**src/rtl/way_halt_fill_ctrl_pkg.sv**
```systemverilog
// Shared sizing and FSM encoding for the way-halting refill controller.
// Imported by the interface, the victim selector and the controller top.
package way_halt_fill_ctrl_pkg;

  localparam int NUM_WAYS = 8;
  localparam int HALT_W   = 4;
  localparam int TAG_W    = 16;
  localparam int WAY_W    = $clog2(NUM_WAYS);

  typedef enum logic [1:0] {
    IDLE  = 2'd0,
    ISSUE = 2'd1,
    WAIT  = 2'd2,
    WRITE = 2'd3
  } fill_state_t;

endpackage

```
**src/rtl/way_halt_fill_ctrl_if.sv**
```systemverilog
// Miss-side, memory-side and halt-array-side signals of the refill controller.
// The master modport is the controller's view; slave is the surrounding logic.
interface way_halt_fill_ctrl_if;
  import way_halt_fill_ctrl_pkg::*;

  logic                miss_valid;
  logic                miss_ready;
  logic [TAG_W-1:0]    miss_tag;
  logic                flush;
  logic                mem_req_valid;
  logic                mem_req_ready;
  logic [TAG_W-1:0]    mem_req_tag;
  logic [WAY_W-1:0]    mem_req_way;
  logic                mem_resp_valid;
  logic                mem_resp_err;
  logic [NUM_WAYS-1:0] halt_we;
  logic [HALT_W-1:0]   halt_tag_write;
  logic [NUM_WAYS-1:0] way_valid;
  logic                fill_done;
  logic                fill_err;
  logic                busy;

  modport master (
    input  miss_valid, miss_tag, flush, mem_req_ready, mem_resp_valid, mem_resp_err,
    output miss_ready, mem_req_valid, mem_req_tag, mem_req_way,
    output halt_we, halt_tag_write, way_valid, fill_done, fill_err, busy
  );

  modport slave (
    output miss_valid, miss_tag, flush, mem_req_ready, mem_resp_valid, mem_resp_err,
    input  miss_ready, mem_req_valid, mem_req_tag, mem_req_way,
    input  halt_we, halt_tag_write, way_valid, fill_done, fill_err, busy
  );

endinterface

```
**src/rtl/way_halt_fill_ctrl_victim_select.sv**
```systemverilog
// Victim choice: lowest-index invalid way, otherwise the round-robin pointer.
// from_rr tells the controller whether the pointer should advance after the fill.
module way_victim_select
  import way_halt_fill_ctrl_pkg::*;
(
  input  logic [NUM_WAYS-1:0] way_valid,
  input  logic [WAY_W-1:0]    rr_ptr,
  output logic [WAY_W-1:0]    victim,
  output logic                from_rr
);

  // Scan from the top down so the lowest invalid index is the last one written.
  always_comb begin
    victim  = rr_ptr;
    from_rr = 1'b1;
    for (int i = NUM_WAYS - 1; i >= 0; i--) begin
      if (!way_valid[i]) begin
        victim  = WAY_W'(i);
        from_rr = 1'b0;
      end
    end
  end

endmodule

```
**src/rtl/way_halt_fill_ctrl.sv**
```systemverilog
// Refill controller for the way-halting tag array: picks a victim on a miss,
// fetches the line over valid/ready and writes the halt tag for one cycle.
module way_halt_fill_ctrl
  import way_halt_fill_ctrl_pkg::*;
(
  input  logic                 clk,
  input  logic                 reset,
  way_halt_fill_ctrl_if.master bus
);

  fill_state_t         state_reg;
  logic [WAY_W-1:0]    rr_ptr_reg;
  logic                from_rr_reg;
  logic [TAG_W-1:0]    req_tag_reg;
  logic [WAY_W-1:0]    req_way_reg;
  logic                req_valid_reg;
  logic [NUM_WAYS-1:0] way_valid_reg;
  logic [NUM_WAYS-1:0] halt_we_reg;
  logic [HALT_W-1:0]   halt_tag_reg;
  logic                fill_done_reg;
  logic                fill_err_reg;
  logic                busy_reg;

  logic [WAY_W-1:0]    victim_next;
  logic                from_rr_next;
  logic [WAY_W-1:0]    rr_ptr_next;
  logic                miss_accept;

  way_victim_select u_victim (
    .way_valid (way_valid_reg),
    .rr_ptr    (rr_ptr_reg),
    .victim    (victim_next),
    .from_rr   (from_rr_next)
  );

  assign bus.miss_ready = (state_reg == IDLE) && !bus.flush;
  assign miss_accept    = bus.miss_valid && bus.miss_ready;
  assign rr_ptr_next    = (req_way_reg == WAY_W'(NUM_WAYS - 1)) ? '0 : req_way_reg + 1'b1;

  always_ff @(posedge clk) begin
    if (reset) begin
      state_reg     <= IDLE;
      rr_ptr_reg    <= '0;
      from_rr_reg   <= 1'b0;
      req_tag_reg   <= '0;
      req_way_reg   <= '0;
      req_valid_reg <= 1'b0;
      way_valid_reg <= '0;
      halt_we_reg   <= '0;
      halt_tag_reg  <= '0;
      fill_done_reg <= 1'b0;
      fill_err_reg  <= 1'b0;
      busy_reg      <= 1'b0;
    end else begin
      // Strobes and write data are single-cycle unless re-armed below.
      halt_we_reg   <= '0;
      halt_tag_reg  <= '0;
      fill_done_reg <= 1'b0;
      fill_err_reg  <= 1'b0;

      case (state_reg)
        IDLE: begin
          if (bus.flush) begin
            way_valid_reg <= '0;
            rr_ptr_reg    <= '0;
          end else if (miss_accept) begin
            req_tag_reg   <= bus.miss_tag;
            req_way_reg   <= victim_next;
            from_rr_reg   <= from_rr_next;
            req_valid_reg <= 1'b1;
            busy_reg      <= 1'b1;
            state_reg     <= ISSUE;
          end
        end

        ISSUE: begin
          if (bus.mem_req_ready) begin
            req_valid_reg <= 1'b0;
            state_reg     <= WAIT;
          end
        end

        WAIT: begin
          if (bus.mem_resp_valid) begin
            if (bus.mem_resp_err) begin
              fill_err_reg <= 1'b1;
              busy_reg     <= 1'b0;
              state_reg    <= IDLE;
            end else begin
              // Arm the write so it is held for the whole WRITE cycle.
              halt_we_reg                <= NUM_WAYS'(1) << req_way_reg;
              halt_tag_reg               <= req_tag_reg[HALT_W-1:0];
              way_valid_reg[req_way_reg] <= 1'b1;
              fill_done_reg              <= 1'b1;
              if (from_rr_reg) begin
                rr_ptr_reg <= rr_ptr_next;
              end
              state_reg <= WRITE;
            end
          end
        end

        WRITE: begin
          busy_reg  <= 1'b0;
          state_reg <= IDLE;
        end

        default: begin
          busy_reg      <= 1'b0;
          req_valid_reg <= 1'b0;
          state_reg     <= IDLE;
        end
      endcase
    end
  end

  assign bus.mem_req_valid  = req_valid_reg;
  assign bus.mem_req_tag    = req_tag_reg;
  assign bus.mem_req_way    = req_way_reg;
  assign bus.halt_we        = halt_we_reg;
  assign bus.halt_tag_write = halt_tag_reg;
  assign bus.way_valid      = way_valid_reg;
  assign bus.fill_done      = fill_done_reg;
  assign bus.fill_err       = fill_err_reg;
  assign bus.busy           = busy_reg;

endmodule

```
**src/flat_wrapper.sv**
```systemverilog
// flat-port wrapper written by rule: the top's interface ports become plain ports
module way_halt_fill_ctrl_flat import way_halt_fill_ctrl_pkg::*;
  (clk, reset, bus_miss_valid, bus_miss_tag, bus_flush, bus_mem_req_ready, bus_mem_resp_valid, bus_mem_resp_err, bus_miss_ready, bus_mem_req_valid, bus_mem_req_tag, bus_mem_req_way, bus_halt_we, bus_halt_tag_write, bus_way_valid, bus_fill_done, bus_fill_err, bus_busy);
  way_halt_fill_ctrl_if bus_i ();
  input  logic clk;
  input  logic reset;
  input wire logic [$bits(bus_i.miss_valid)-1:0] bus_miss_valid;
  input wire logic [$bits(bus_i.miss_tag)-1:0] bus_miss_tag;
  input wire logic [$bits(bus_i.flush)-1:0] bus_flush;
  input wire logic [$bits(bus_i.mem_req_ready)-1:0] bus_mem_req_ready;
  input wire logic [$bits(bus_i.mem_resp_valid)-1:0] bus_mem_resp_valid;
  input wire logic [$bits(bus_i.mem_resp_err)-1:0] bus_mem_resp_err;
  output wire logic [$bits(bus_i.miss_ready)-1:0] bus_miss_ready;
  output wire logic [$bits(bus_i.mem_req_valid)-1:0] bus_mem_req_valid;
  output wire logic [$bits(bus_i.mem_req_tag)-1:0] bus_mem_req_tag;
  output wire logic [$bits(bus_i.mem_req_way)-1:0] bus_mem_req_way;
  output wire logic [$bits(bus_i.halt_we)-1:0] bus_halt_we;
  output wire logic [$bits(bus_i.halt_tag_write)-1:0] bus_halt_tag_write;
  output wire logic [$bits(bus_i.way_valid)-1:0] bus_way_valid;
  output wire logic [$bits(bus_i.fill_done)-1:0] bus_fill_done;
  output wire logic [$bits(bus_i.fill_err)-1:0] bus_fill_err;
  output wire logic [$bits(bus_i.busy)-1:0] bus_busy;
  assign bus_i.miss_valid = bus_miss_valid;
  assign bus_i.miss_tag = bus_miss_tag;
  assign bus_i.flush = bus_flush;
  assign bus_i.mem_req_ready = bus_mem_req_ready;
  assign bus_i.mem_resp_valid = bus_mem_resp_valid;
  assign bus_i.mem_resp_err = bus_mem_resp_err;
  assign bus_miss_ready = bus_i.miss_ready;
  assign bus_mem_req_valid = bus_i.mem_req_valid;
  assign bus_mem_req_tag = bus_i.mem_req_tag;
  assign bus_mem_req_way = bus_i.mem_req_way;
  assign bus_halt_we = bus_i.halt_we;
  assign bus_halt_tag_write = bus_i.halt_tag_write;
  assign bus_way_valid = bus_i.way_valid;
  assign bus_fill_done = bus_i.fill_done;
  assign bus_fill_err = bus_i.fill_err;
  assign bus_busy = bus_i.busy;
  way_halt_fill_ctrl u_core (.clk(clk), .reset(reset), .bus(bus_i));
endmodule
```
**config.mk**
```make
export PLATFORM = sky130hd
export DESIGN_NAME = way_halt_fill_ctrl_flat
export DESIGN_NICKNAME = d
export VERILOG_FILES = /design/src/rtl/way_halt_fill_ctrl_pkg.sv /design/src/rtl/way_halt_fill_ctrl_if.sv /design/src/rtl/way_halt_fill_ctrl_victim_select.sv /design/src/rtl/way_halt_fill_ctrl.sv /design/src/flat_wrapper.sv
export SDC_FILE = /design/constraint.sdc
export NUM_CORES = 1
export LEC_CHECK = 0
export ABC_AREA = 1
export BUFFER_PORTS_ARGS = -buffer_cell sky130_fd_sc_hd__clkbuf_2
export CORE_AREA = 2 2 94 96
export DETAILED_ROUTE_END_ITERATION = 6
export DIE_AREA = 0 0 96 98
export SYNTH_ARGS = -nofsm -noshare
export SYNTH_HDL_FRONTEND = slang
export SYNTH_SLANG_ARGS = --single-unit
```
**constraint.sdc**
```tcl
create_clock -name clk -period 2.3 [get_ports clk]
set_clock_uncertainty 0.05 [all_clocks]
set_input_delay 0.46 -clock clk [delete_from_list [all_inputs] [get_ports clk]]
set_output_delay 0.46 -clock clk [all_outputs]
set_load 0.01 [all_outputs]
```
==> results.toml, run 1 <==
[grt]
grt_first_pass_wirelength_um = 7030
grt-ovfl-total = 0
vias_in_the_first_global_route = 1466
grt_start_max_net_pins = 19
global_route.usage.total_pct = 9.58
initial_antenna_violation_count = 0

[clock_network]
worstSkewPairLatency_ns = 0.30
htreeDepth = 2
post-cts-setup-buffer-count = 0
cts_made_buffers = 5
post_cts_hold_buffer_count = 0
post_cts_resize_count = 0
clk_transition_reported_paths_ns = 0.08
cts_buffer_depth = 2
tritoncts = "done"
cts.sink_count = 49
cts-root-buf = "sky130_fd_sc_hd__clkbuf_8"

[sta]
timing.final.hold_violations = 0
finalSetupTns_ns = 0
period_share_pct = 72.8
setup_violations = 0
max_freq_mhz = 597
hold_slack_ns = 0.302
worstMarginPinSlew_ns = 0.397
timing_max_transition_violations_final = 0
period_minus_slack_ns = 1.67
worst_slew_margin_relative_to_its_limit_pct = 73.5
grt_setup_unrepaired = "false"

[yosys]
share_of_synthesized_cell_area_in_and_or_nand_and_nor_gates_pct = 23.3
ys.warnings.count = 0
synth-seq-area-share_pct = 52.2
synth-compound-area-share_pct = 12.9
post_synth_mux_area_share_pct = 0
synth_top_family_by_area = "simple AND/OR/NAND/NOR gates"
ys_seq_elements = 49
synth_adder_area_share_pct = 3.33
synthCells = 233
synthXorXnorAreaFrac_pct = 0
syn-num-nets = 261
synth_cell_types = 22
postSynthAreaPerCell_um2 = 8.06
post_synth_instance_area_um2 = 1880

[die]
io-pin-count = 67
die_ar_um2 = 9410
core_area_um2 = 8470
die_h_um = 98
effective_utilization_at_floorplan_pct = 22.2
width_of_the_chip_um = 96
core.rowCount = 34

[critical_path]
path_class = "reg -> out"
critical-path-max-stage-delay_ns = 0.36
worstReg2RegStart = "u_core.state_reg[0]$_SDFFE_PP0P_"
r2r_cell_count = 5
worst-path-max-fanout = 3
timing.critical_path.required_ns = 1.79
regToRegSetupSlack_ns = 0.81
worstSetupEndpointType = "output pin"
path_cells = "nor2_2, inv_1, nor2_1, clkbuf_2"
crit-reg2reg-capture = "u_core.bus.mem_req_valid$_SDFFE_PP0P_"
slowest_stage = "sky130_fd_sc_hd__dfxtp_1"
setup.worst_path.start_class = "register"
critical_path_arrival_ns = 1.16

[placement]
dpl.hpwl_um = 3530
placed_cells = 403
io_buffer_count = 66
place_congestion = 0.784

[power_and_ir_drop]
combinationalPowerShare_pct = 13.4
p_int_w = 0.00129
p_seq_share_pct = 52.8
switching_share_pct = 25.8
powerDensity_nw_per_um2 = 715
vdd_drop_max_mv = 0.214
p_switching_w = 0.000449
clkPwrFrac_pct = 33.8
power.leakage_nw = 1.08

[layout]
max_ffs_per_register = 16
nNetsFinal = 330
area.sequential_um2 = 981
most_used_cells_in_the_layout_excluding_fill_and_tap_cells = "sky130_fd_sc_hd__clkbuf_2, sky130_fd_sc_hd__dfxtp_1, sky130_fd_sc_hd__nand2_1"
fillCellCount = 915
final_layout_size_suffix_gt1_share_pct = 29.1
layout.cells.most_common = "sky130_fd_sc_hd__clkbuf_2"
syn_to_final_growth_pct = 29.4
layoutNonFillerInstCount = 410
antenna-diode-count = 0
multi_input_area_um2 = 741

[routing]
post_drt_wl_per_cell_um = 11.1
drt_pass1_iterations = 4
wl_um = 4550
drtAntennaViolNets = 0
num_vias = 1662
detailedRoute.firstIterationViolations = 111
drc_errors = 0
post_drt_via_cell_ratio = 4.05

[outcome]
outcome = "completed"

[hold_path]
hold_start = "bus_mem_req_ready"
hp-class = "in -> reg"
min_to = "u_core.bus.mem_req_valid$_SDFFE_PP0P_"
hold_depth = 2

[flow_run]
maxCapViolations = 0
[synth_stat cells]
cell / count / area share [%]
sky130_fd_sc_hd__dfxtp_1: 49 / 52
sky130_fd_sc_hd__nand2_1: 48 / 9.6
sky130_fd_sc_hd__a21oi_1: 34 / 9.1
sky130_fd_sc_hd__inv_1: 31 / 6.2
sky130_fd_sc_hd__nor2_1: 22 / 4.4
sky130_fd_sc_hd__o21ai_0: 11 / 2.9
sky130_fd_sc_hd__nand3_1: 9 / 2.4
sky130_fd_sc_hd__ha_1: 5 / 3.3
sky130_fd_sc_hd__nor2_4: 4 / 2.4
sky130_fd_sc_hd__clkbuf_1: 3 / 0.60
sky130_fd_sc_hd__nor2_2: 3 / 1.0
sky130_fd_sc_hd__buf_2: 2 / 0.53
sky130_fd_sc_hd__inv_2: 2 / 0.40
sky130_fd_sc_hd__nand4_1: 2 / 0.67
sky130_fd_sc_hd__a311oi_1: 1 / 0.47
sky130_fd_sc_hd__buf_6: 1 / 0.60
sky130_fd_sc_hd__nand2_2: 1 / 0.33
sky130_fd_sc_hd__nand2_4: 1 / 0.60
sky130_fd_sc_hd__nand3_2: 1 / 0.53
sky130_fd_sc_hd__nor2_8: 1 / 1.1
sky130_fd_sc_hd__nor3_1: 1 / 0.27
sky130_fd_sc_hd__o211ai_1: 1 / 0.40
[cells by family (layout without fill, tap and decap cells)]
family,count (synthesis),in the layout
simple gates,93,93
flops,49,49
compound gates,47,47
buf+inv,39,108
fa+ha+maj,5,5
[metal layers]
layer,track usage [%],up-vias,part of all wire [%]
met1,12.0,746,45
li1,-,872,-
met2,15.4,42,48
met4,2.97,0,0.77
met3,3.16,2,6.3
met5,0,-,0
[how the worst max path moves through the flow]
stage | from | to | slack [ns] | depth (start not counted)
floorplan | u_core.bus.mem_req_way[0]$_SDFFE_PP0P_ | u_core.rr_ptr_reg[1]$_SDFFE_PP0P_ | 1.05 | 4
global placement | bus_flush | u_core.bus.mem_req_way[0]$_SDFFE_PP0P_ | 0.65 | 6
detailed placement | bus_flush | u_core.bus.mem_req_way[0]$_SDFFE_PP0P_ | 0.63 | 6
CTS | u_core.state_reg[0]$_SDFFE_PP0P_ | bus_miss_ready | 0.61 | 4
global route | u_core.state_reg[0]$_SDFFE_PP0P_ | bus_miss_ready | 0.56 | 4
finish | u_core.state_reg[0]$_SDFFE_PP0P_ | bus_miss_ready | 0.63 | 4
[power groups by stage]
stage / clock (W) / sequential, W / combinational, W
2_1_floorplan: 0 / 0.000947 / 0.000139
3_3_place_gp: 0 / 0.000938 / 0.000233
3_5_place_dp: 0 / 0.000939 / 0.000235
4_1_cts: 0.000607 / 0.000919 / 0.000236
5_1_grt: 0.000633 / 0.000924 / 0.000264
6_report: 0.000587 / 0.000918 / 0.000233
[through the flow]
| step | worst slack, ns | util (%) | area [um^2] | power (W) |
|---|---|---|---|---|
| 4_1_cts | 0.614 | 28.7 | 2430 | 0.00176 |
| 5_1_grt | 0.556 | 28.7 | 2430 | 0.00182 |
| 3_5_place_dp | 0.630 | 27.5 | 2330 | 0.00117 |
| 2_1_floorplan | 1.05 | - | 1880 | 0.00109 |
| 6_report | 0.626 | 28.7 | 2430 | 0.00174 |
| 3_3_place_gp | 0.651 | 27.5 | 2330 | 0.00117 |
[critical path, delay by kind of cell (launching register included)]
kind                   cells  cell delay (ns)
buffers and inverters      2             0.25
AND/OR/NAND/NOR            2             0.27
flip-flops                 1             0.36
[final cells by class]
| class | count | share of cell area (%) |
|---|---|---|
| Sequential cell | 49 | 40.4 |
| Clock buffer | 5 | 2.83 |
| Clock inverter | 2 | 1.44 |
| Tap cell | 108 | 5.56 |
| Inverter | 33 | 5.10 |
| Timing Repair Buffer | 68 | 14.2 |
| Multi-Input combinational cell | 145 | 30.5 |
No activity file was read; power rests on OpenSTA's default activity.
==> run 2, diff against run 1 <==
--- a/config.mk
+++ b/config.mk
@@ -5,11 +5,11 @@
 export SDC_FILE = /design/constraint.sdc
 export NUM_CORES = 1
 export LEC_CHECK = 0
-export ABC_AREA = 1
+export ABC_AREA = 0
 export BUFFER_PORTS_ARGS = -buffer_cell sky130_fd_sc_hd__clkbuf_2
-export CORE_AREA = 2 2 94 96
+export CORE_AREA = 2 2 93 95
 export DETAILED_ROUTE_END_ITERATION = 6
-export DIE_AREA = 0 0 96 98
+export DIE_AREA = 0 0 95 97
 export SYNTH_ARGS = -nofsm -noshare
 export SYNTH_HDL_FRONTEND = slang
 export SYNTH_SLANG_ARGS = --single-unit
==> constraint.sdc (replaced) <==
create_clock -name clk -period 1.7 [get_ports clk]
set_clock_uncertainty 0.05 [all_clocks]
set_input_delay 0.34 -clock clk [delete_from_list [all_inputs] [get_ports clk]]
set_output_delay 0.34 -clock clk [all_outputs]
set_load 0.01 [all_outputs]
==> run 2 against run 1 <==
Wire length shrank 0.13%. Die area shrank 2.1%. Setup slack lost 0.50 ns. Global-route usage grew 0.40 points. Sequential share of layout area shrank 0.36 points. Synthesized cell count shrank 16%. Critical path depth shrank 1. Non-clock buffer count grew 11. Critical path type unchanged. Critical endpoint unchanged. Largest cell class unchanged.
==> results.toml, run 2 <==
[outcome]
outcome = "completed"

[critical_path]
r2r_cell_count = 4
slowest_stage = "sky130_fd_sc_hd__dfxtp_1"
regToRegSetupSlack_ns = 0.16
worstReg2RegStart = "u_core.state_reg[0]$_SDFFE_PP0P_"
crit_cells = 3
crit_buf_inv = 2
path_class = "reg -> out"
timing.critical_path.required_ns = 1.31
path_cells = "buf_4, nor3_1, clkbuf_2"
critical-path-max-stage-delay_ns = 0.36
setup.worst_path.start_class = "register"
critical_path_arrival_ns = 1.19
worst-path-max-fanout = 7
cpLargestDelayFamily = "flip-flops"
worstSetupEndpointType = "output pin"
crit-reg2reg-capture = "u_core.bus.way_valid[4]$_SDFFE_PP0P_"

[sta]
max_freq_mhz = 634
worst_slew_margin_relative_to_its_limit_pct = 55.5
period_share_pct = 92.8
period_minus_slack_ns = 1.58
finalSetupTns_ns = 0
timing.final.hold_violations = 0
worstMarginPinSlew_ns = 0.667
setup_violations = 0
timing_max_transition_violations_final = 0
grt_setup_unrepaired = "false"
hold_slack_ns = 0.196

[die]
io-pin-count = 67
core_area_um2 = 8130
core.rowCount = 33
die_h_um = 97
effective_utilization_at_floorplan_pct = 22.5
width_of_the_chip_um = 95
die_ar_um2 = 9220

[layout]
most_used_cells_in_the_layout_excluding_fill_and_tap_cells = "sky130_fd_sc_hd__clkbuf_2, sky130_fd_sc_hd__dfxtp_1, sky130_fd_sc_hd__nand2_1"
antenna-diode-count = 0
nNetsFinal = 299
final_layout_size_suffix_gt1_share_pct = 34.9
max_ffs_per_register = 16
core_utilization_of_the_finished_layout_pct = 30.2
layoutNonFillerInstCount = 377
final_cell_area_um2 = 2450
layout.cells.most_common = "sky130_fd_sc_hd__clkbuf_2"
syn_to_final_growth_pct = 34.0

[placement]
placed_cells = 369
dpl.hpwl_um = 3530
place_congestion = 0.767
placed_cell_area_um2 = 2350
io_buffer_count = 66

[routing]
drc_errors = 0
drt_pass1_iterations = 4
drtAntennaViolNets = 0
post_drt_wl_per_cell_um = 12.1
detailedRoute.firstIterationViolations = 62
wl_um = 4540
post_drt_via_cell_ratio = 4.27
num_vias = 1609

[yosys]
netlist_top_cells_area = "sky130_fd_sc_hd__dfxtp_1, sky130_fd_sc_hd__nand2_1, sky130_fd_sc_hd__a21oi_1, sky130_fd_sc_hd__ha_1, sky130_fd_sc_hd__a32o_1"
synth_enable_flop_cells = 0
async_flop_share_pct = 0
synth_ff_type = "sky130_fd_sc_hd__dfxtp_1"
yosysMostFrequentCell = "sky130_fd_sc_hd__dfxtp_1"
netlist.area_leader.share_pct = 53.6
ys_seq_elements = 49
post_synth_instance_area_um2 = 1830
synth_cell_types = 37
postSynthAreaPerCell_um2 = 9.39
synth-seq-area-share_pct = 53.6
commonest_cells_post_synth = "sky130_fd_sc_hd__dfxtp_1, sky130_fd_sc_hd__nand2_1, sky130_fd_sc_hd__a21oi_1"
syn-num-nets = 223
ys.warnings.count = 0
synthCells = 195
synth_top_area_cell = "sky130_fd_sc_hd__dfxtp_1"

[clock_network]
cts-root-buf = "sky130_fd_sc_hd__clkbuf_8"
tritoncts = "done"
cts_buffer_depth = 2
worstSkewPairLatency_ns = 0.31
htreeDepth = 2
post_cts_hold_buffer_count = 0
cts.sink_count = 49
cts_made_buffers = 5
clk_transition_reported_paths_ns = 0.10

[power_and_ir_drop]
powerDensity_nw_per_um2 = 867
vdd_drop_max_mv = 0.281
power.leakage_nw = 1.07

[flow_run]
maxCapViolations = 0

[grt]
grt_first_pass_wirelength_um = 7240
vias_in_the_first_global_route = 1388
grt_start_max_net_pins = 19
initial_antenna_violation_count = 0
global_route.usage.total_pct = 9.98
grt-ovfl-total = 0

[hold_path]
hp-class = "in -> reg"
hold_start = "bus_miss_tag[9]"
hold_depth = 3
min_to = "u_core.bus.mem_req_tag[9]$_SDFFE_PP0P_"
-- run 2: cell count changes after synthesis, moves of 4 or more --
cell | before | now
sky130_fd_sc_hd__and2_1 | 0 | 9
sky130_fd_sc_hd__inv_1 | 31 | 6
sky130_fd_sc_hd__a22o_1 | 0 | 4
sky130_fd_sc_hd__nand2_1 | 48 | 39
sky130_fd_sc_hd__nor2_4 | 4 | 0
sky130_fd_sc_hd__a21oi_1 | 34 | 24
sky130_fd_sc_hd__and3_1 | 0 | 4
sky130_fd_sc_hd__o21ai_0 | 11 | 4
sky130_fd_sc_hd__nand3_1 | 9 | 0
sky130_fd_sc_hd__nor2_1 | 22 | 6
sky130_fd_sc_hd__a32o_1 | 0 | 6
-- run 2: metal layers --
metal | track usage (%) | vias up | wire length [um]
li1 | - | 824 | -
met1 | 13.8 | 732 | 2240
met2 | 14.5 | 45 | 1980
met3 | 2.26 | 8 | 215
met4 | 4.68 | 0 | 103
met5 | 0 | - | 0
-- run 2: logic make-up (layout without fill, tap and decap cells) --
group / Yosys count / count (layout) / share of synthesized area (%)
buf+inv: 16 / 93 / 4.51
fa+ha+maj: 5 / 5 / 3.42
compound gates: 50 / 50 / 18.3
flops: 49 / 49 / 53.6
simple gates: 75 / 75 / 20.2
-- run 2: worst max-delay path by stage --
stage / start / endpoint / slack (ns)
2_1_floorplan: u_core.bus.mem_req_way[1]$_SDFFE_PP0P_ / u_core.rr_ptr_reg[0]$_SDFFE_PP0P_ / 0.20
3_3_place_gp: bus_mem_resp_valid / u_core.bus.way_valid[3]$_SDFFE_PP0P_ / 0.1
3_5_place_dp: bus_mem_resp_valid / u_core.bus.way_valid[2]$_SDFFE_PP0P_ / 0.08
4_1_cts: u_core.state_reg[1]$_SDFFE_PP0P_ / bus_miss_ready / 0.08
5_1_grt: u_core.state_reg[0]$_SDFFE_PP0P_ / u_core.bus.way_valid[1]$_SDFFE_PP0P_ / 0.03
6_report: u_core.state_reg[0]$_SDFFE_PP0P_ / bus_miss_ready / 0.12
-- run 2: layout make-up --
cell class | count | area [um^2]
sequential | 49 | 982
tap | 105 | 131
timing repair buffer | 79 | 440
fill | 870 | 5680
multi-input combinational | 130 | 781
clock buffer | 5 | 68.8
inverter | 6 | 22.5
clock inverter | 3 | 28.8
-- run 2: repair_timing --
| action | CTS | global route |
|---|---|---|
| setup buffers | 0 | 0 |
| gates resized for setup | 0 | 3 |
| endpoints found under the setup margin | 0 | 10 |
-- run 2: metrics by stage --
step / power [W] / setup WS, ns
2_1_floorplan: 0.00132 / 0.198
3_3_place_gp: 0.00142 / 0.0982
3_5_place_dp: 0.00142 / 0.0787
4_1_cts: 0.00217 / 0.0776
5_1_grt: 0.00224 / 0.0252
6_report: 0.00213 / 0.123
-- run 2: power breakdown --
group	internal [W]	total (W)	switching [W]
sequential	0.00118	0.00119	0.0000195
clock	0.000308	0.000736	0.000428
combinational	0.0000899	0.000198	0.000108
total	0.00157	0.00213	0.000555
-- run 2: worst min-delay path, delay by kind of cell --
family | cells | cell delay, ns
buffers and inverters | 1 | 0.08
AO/OA/AOI/OAI | 1 | 0.05
AND/OR/NAND/NOR | 1 | 0.04
==> run 3, diff against run 2 <==
--- a/config.mk
+++ b/config.mk
@@ -10,6 +10,7 @@
 export CORE_AREA = 2 2 93 95
 export DETAILED_ROUTE_END_ITERATION = 6
 export DIE_AREA = 0 0 95 97
+export REMOVE_ABC_BUFFERS = 1
 export SYNTH_ARGS = -nofsm -noshare
 export SYNTH_HDL_FRONTEND = slang
 export SYNTH_SLANG_ARGS = --single-unit
==> run 3 against run 2 <==
Register-to-register slack worse by 0.06 ns. Global-route usage is 0.28 points higher. Die area unchanged. Utilization rose by 0.17 points. Power is 6.0% higher. First-iteration DRC count down 45%. Wire length rose by 1.6%. Cell area rose by 0.56%. Sequential power about the same. Clock power grew 18%. Critical endpoint unchanged.
==> results.toml, run 3 (synthesis gave the netlist of run 2 again) <==
[sta]
finalSetupTns_ns = 0
worst_slew_margin_relative_to_its_limit_pct = 75.0
setup_violations = 0
max_freq_mhz = 613
hold_slack_ns = 0.204
timing_max_transition_violations_final = 0
period_share_pct = 95.9
grt_setup_unrepaired = "false"
period_minus_slack_ns = 1.63
worstMarginPinSlew_ns = 0.375
timing.final.hold_violations = 0

[critical_path]
path_class = "reg -> out"
worst-path-max-fanout = 7
critical_path_arrival_ns = 1.24
setup.worst_path.start_class = "register"
worstSetupEndpointType = "output pin"
timing.critical_path.required_ns = 1.31
regToRegSetupSlack_ns = 0.10

[clock_network]
cts_buffer_depth = 2
htreeDepth = 2
cts.sink_count = 49
worstSkewPairLatency_ns = 0.29
cts-root-buf = "sky130_fd_sc_hd__clkbuf_8"
cts_made_buffers = 5
clk_transition_reported_paths_ns = 0.09
post-cts-setup-buffer-count = 0
tritoncts = "done"

[power_and_ir_drop]
power.leakage_nw = 1.08
combinationalPowerShare_pct = 8.7
powerDensity_nw_per_um2 = 914
power_w = 0.00226
switching_share_pct = 22.8
clkPwrFrac_pct = 38.4
vdd_drop_max_mv = 0.409
p_seq_share_pct = 52.9
p_switching_w = 0.000515
p_int_w = 0.00174

[grt]
vias_in_the_first_global_route = 1485
initial_antenna_violation_count = 0
grt-ovfl-total = 0
grt_start_max_net_pins = 16
global_route.usage.total_pct = 10.3
grt_first_pass_wirelength_um = 7380

[layout]
most_used_cells_in_the_layout_excluding_fill_and_tap_cells = "sky130_fd_sc_hd__clkbuf_2, sky130_fd_sc_hd__dfxtp_1, sky130_fd_sc_hd__nand2_1"
final_cell_area_um2 = 2470
syn_to_final_growth_pct = 34.8
final_layout_size_suffix_gt1_share_pct = 34.4
nNetsFinal = 300
max_ffs_per_register = 16
layout.cells.most_common = "sky130_fd_sc_hd__clkbuf_2"
antenna-diode-count = 0

[routing]
post_drt_wl_per_cell_um = 12.2
post_drt_via_cell_ratio = 4.29
drc_errors = 0
detailedRoute.firstIterationViolations = 34
num_vias = 1622
wl_um = 4620
drtAntennaViolNets = 0
drt_pass1_iterations = 4

[placement]
io_buffer_count = 66
placed_cell_area_um2 = 2340
place_congestion = 0.758
dpl.hpwl_um = 3570

[die]
die_h_um = 97
io-pin-count = 67
die_ar_um2 = 9220
core.rowCount = 33
core_area_um2 = 8130
width_of_the_chip_um = 95
effective_utilization_at_floorplan_pct = 22.5

[flow_run]
maxCapViolations = 0

[outcome]
outcome = "completed"

[hold_path]
hp-class = "in -> reg"
-- run 3: through the flow --
step	setup slack [ns]	instances	utilization [%]
6_report	0.0689	378	30.3
5_1_grt	0.0129	378	30.3
4_1_cts	0.0465	378	30.3
3_5_place_dp	0.0722	370	28.8
3_3_place_gp	0.0843	370	28.8
2_1_floorplan	-0.884	185	-
-- run 3: power groups by stage --
stage                     clock network, W  registers [W]  logic (W)
after floorplan                          0        0.00123  0.0000718
after global placement                   0        0.00122   0.000195
after detailed placement                 0        0.00122   0.000197
after CTS                         0.000909        0.00120   0.000197
after global routing              0.000947        0.00120   0.000220
final                             0.000866        0.00119   0.000196
-- run 3: critical path, stage by stage (launching register included) --
cell,delay (ns)
sky130_fd_sc_hd__dfxtp_1,0.38
sky130_fd_sc_hd__buf_4,0.18
sky130_fd_sc_hd__nor3_1,0.21
sky130_fd_sc_hd__clkbuf_2,0.17
-- run 3: path summary, 6_finish.rpt --
| path | startpoint | to | depth (start not counted) |
|---|---|---|---|
| worst max register to register | u_core.state_reg[0]$_SDFFE_PP0P_ | u_core.bus.mem_req_way[2]$_SDFFE_PP0P_ | 4 |
| worst max-delay path | u_core.state_reg[1]$_SDFFE_PP0P_ | bus_miss_ready | 3 |
| worst min-delay path | bus_miss_tag[10] | u_core.bus.mem_req_tag[10]$_SDFFE_PP0P_ | 3 |
| worst min register to register | u_core.bus.mem_req_tag[7]$_SDFFE_PP0P_ | u_core.bus.mem_req_tag[7]$_SDFFE_PP0P_ | 2 |
-- run 3: cell type report --
class	instances	area, um^2
Clock buffer	6	82.6
Clock inverter	2	37.5
Fill cell	873	5670
Inverter	6	22.5
Multi-Input combinational cell	130	778
Sequential cell	49	981
Tap cell	105	131
Timing Repair Buffer	80	435
-- run 3: repair_timing --
| action | in CTS | in global routing |
|---|---|---|
| endpoints found under the hold margin | 0 | 0 |
| endpoints found under the setup margin | 0 | 6 |
| gates resized for setup | 0 | 1 |
| hold buffers | 0 | 0 |
-- run 3: per-layer routing --
layer	GRT usage [%]	share of wire (%)	vias up
met5	0	0	-
met4	4.01	1.3	0
met3	2.26	6.3	5
met2	16.3	49	45
met1	13.4	43	743
li1	-	-	829
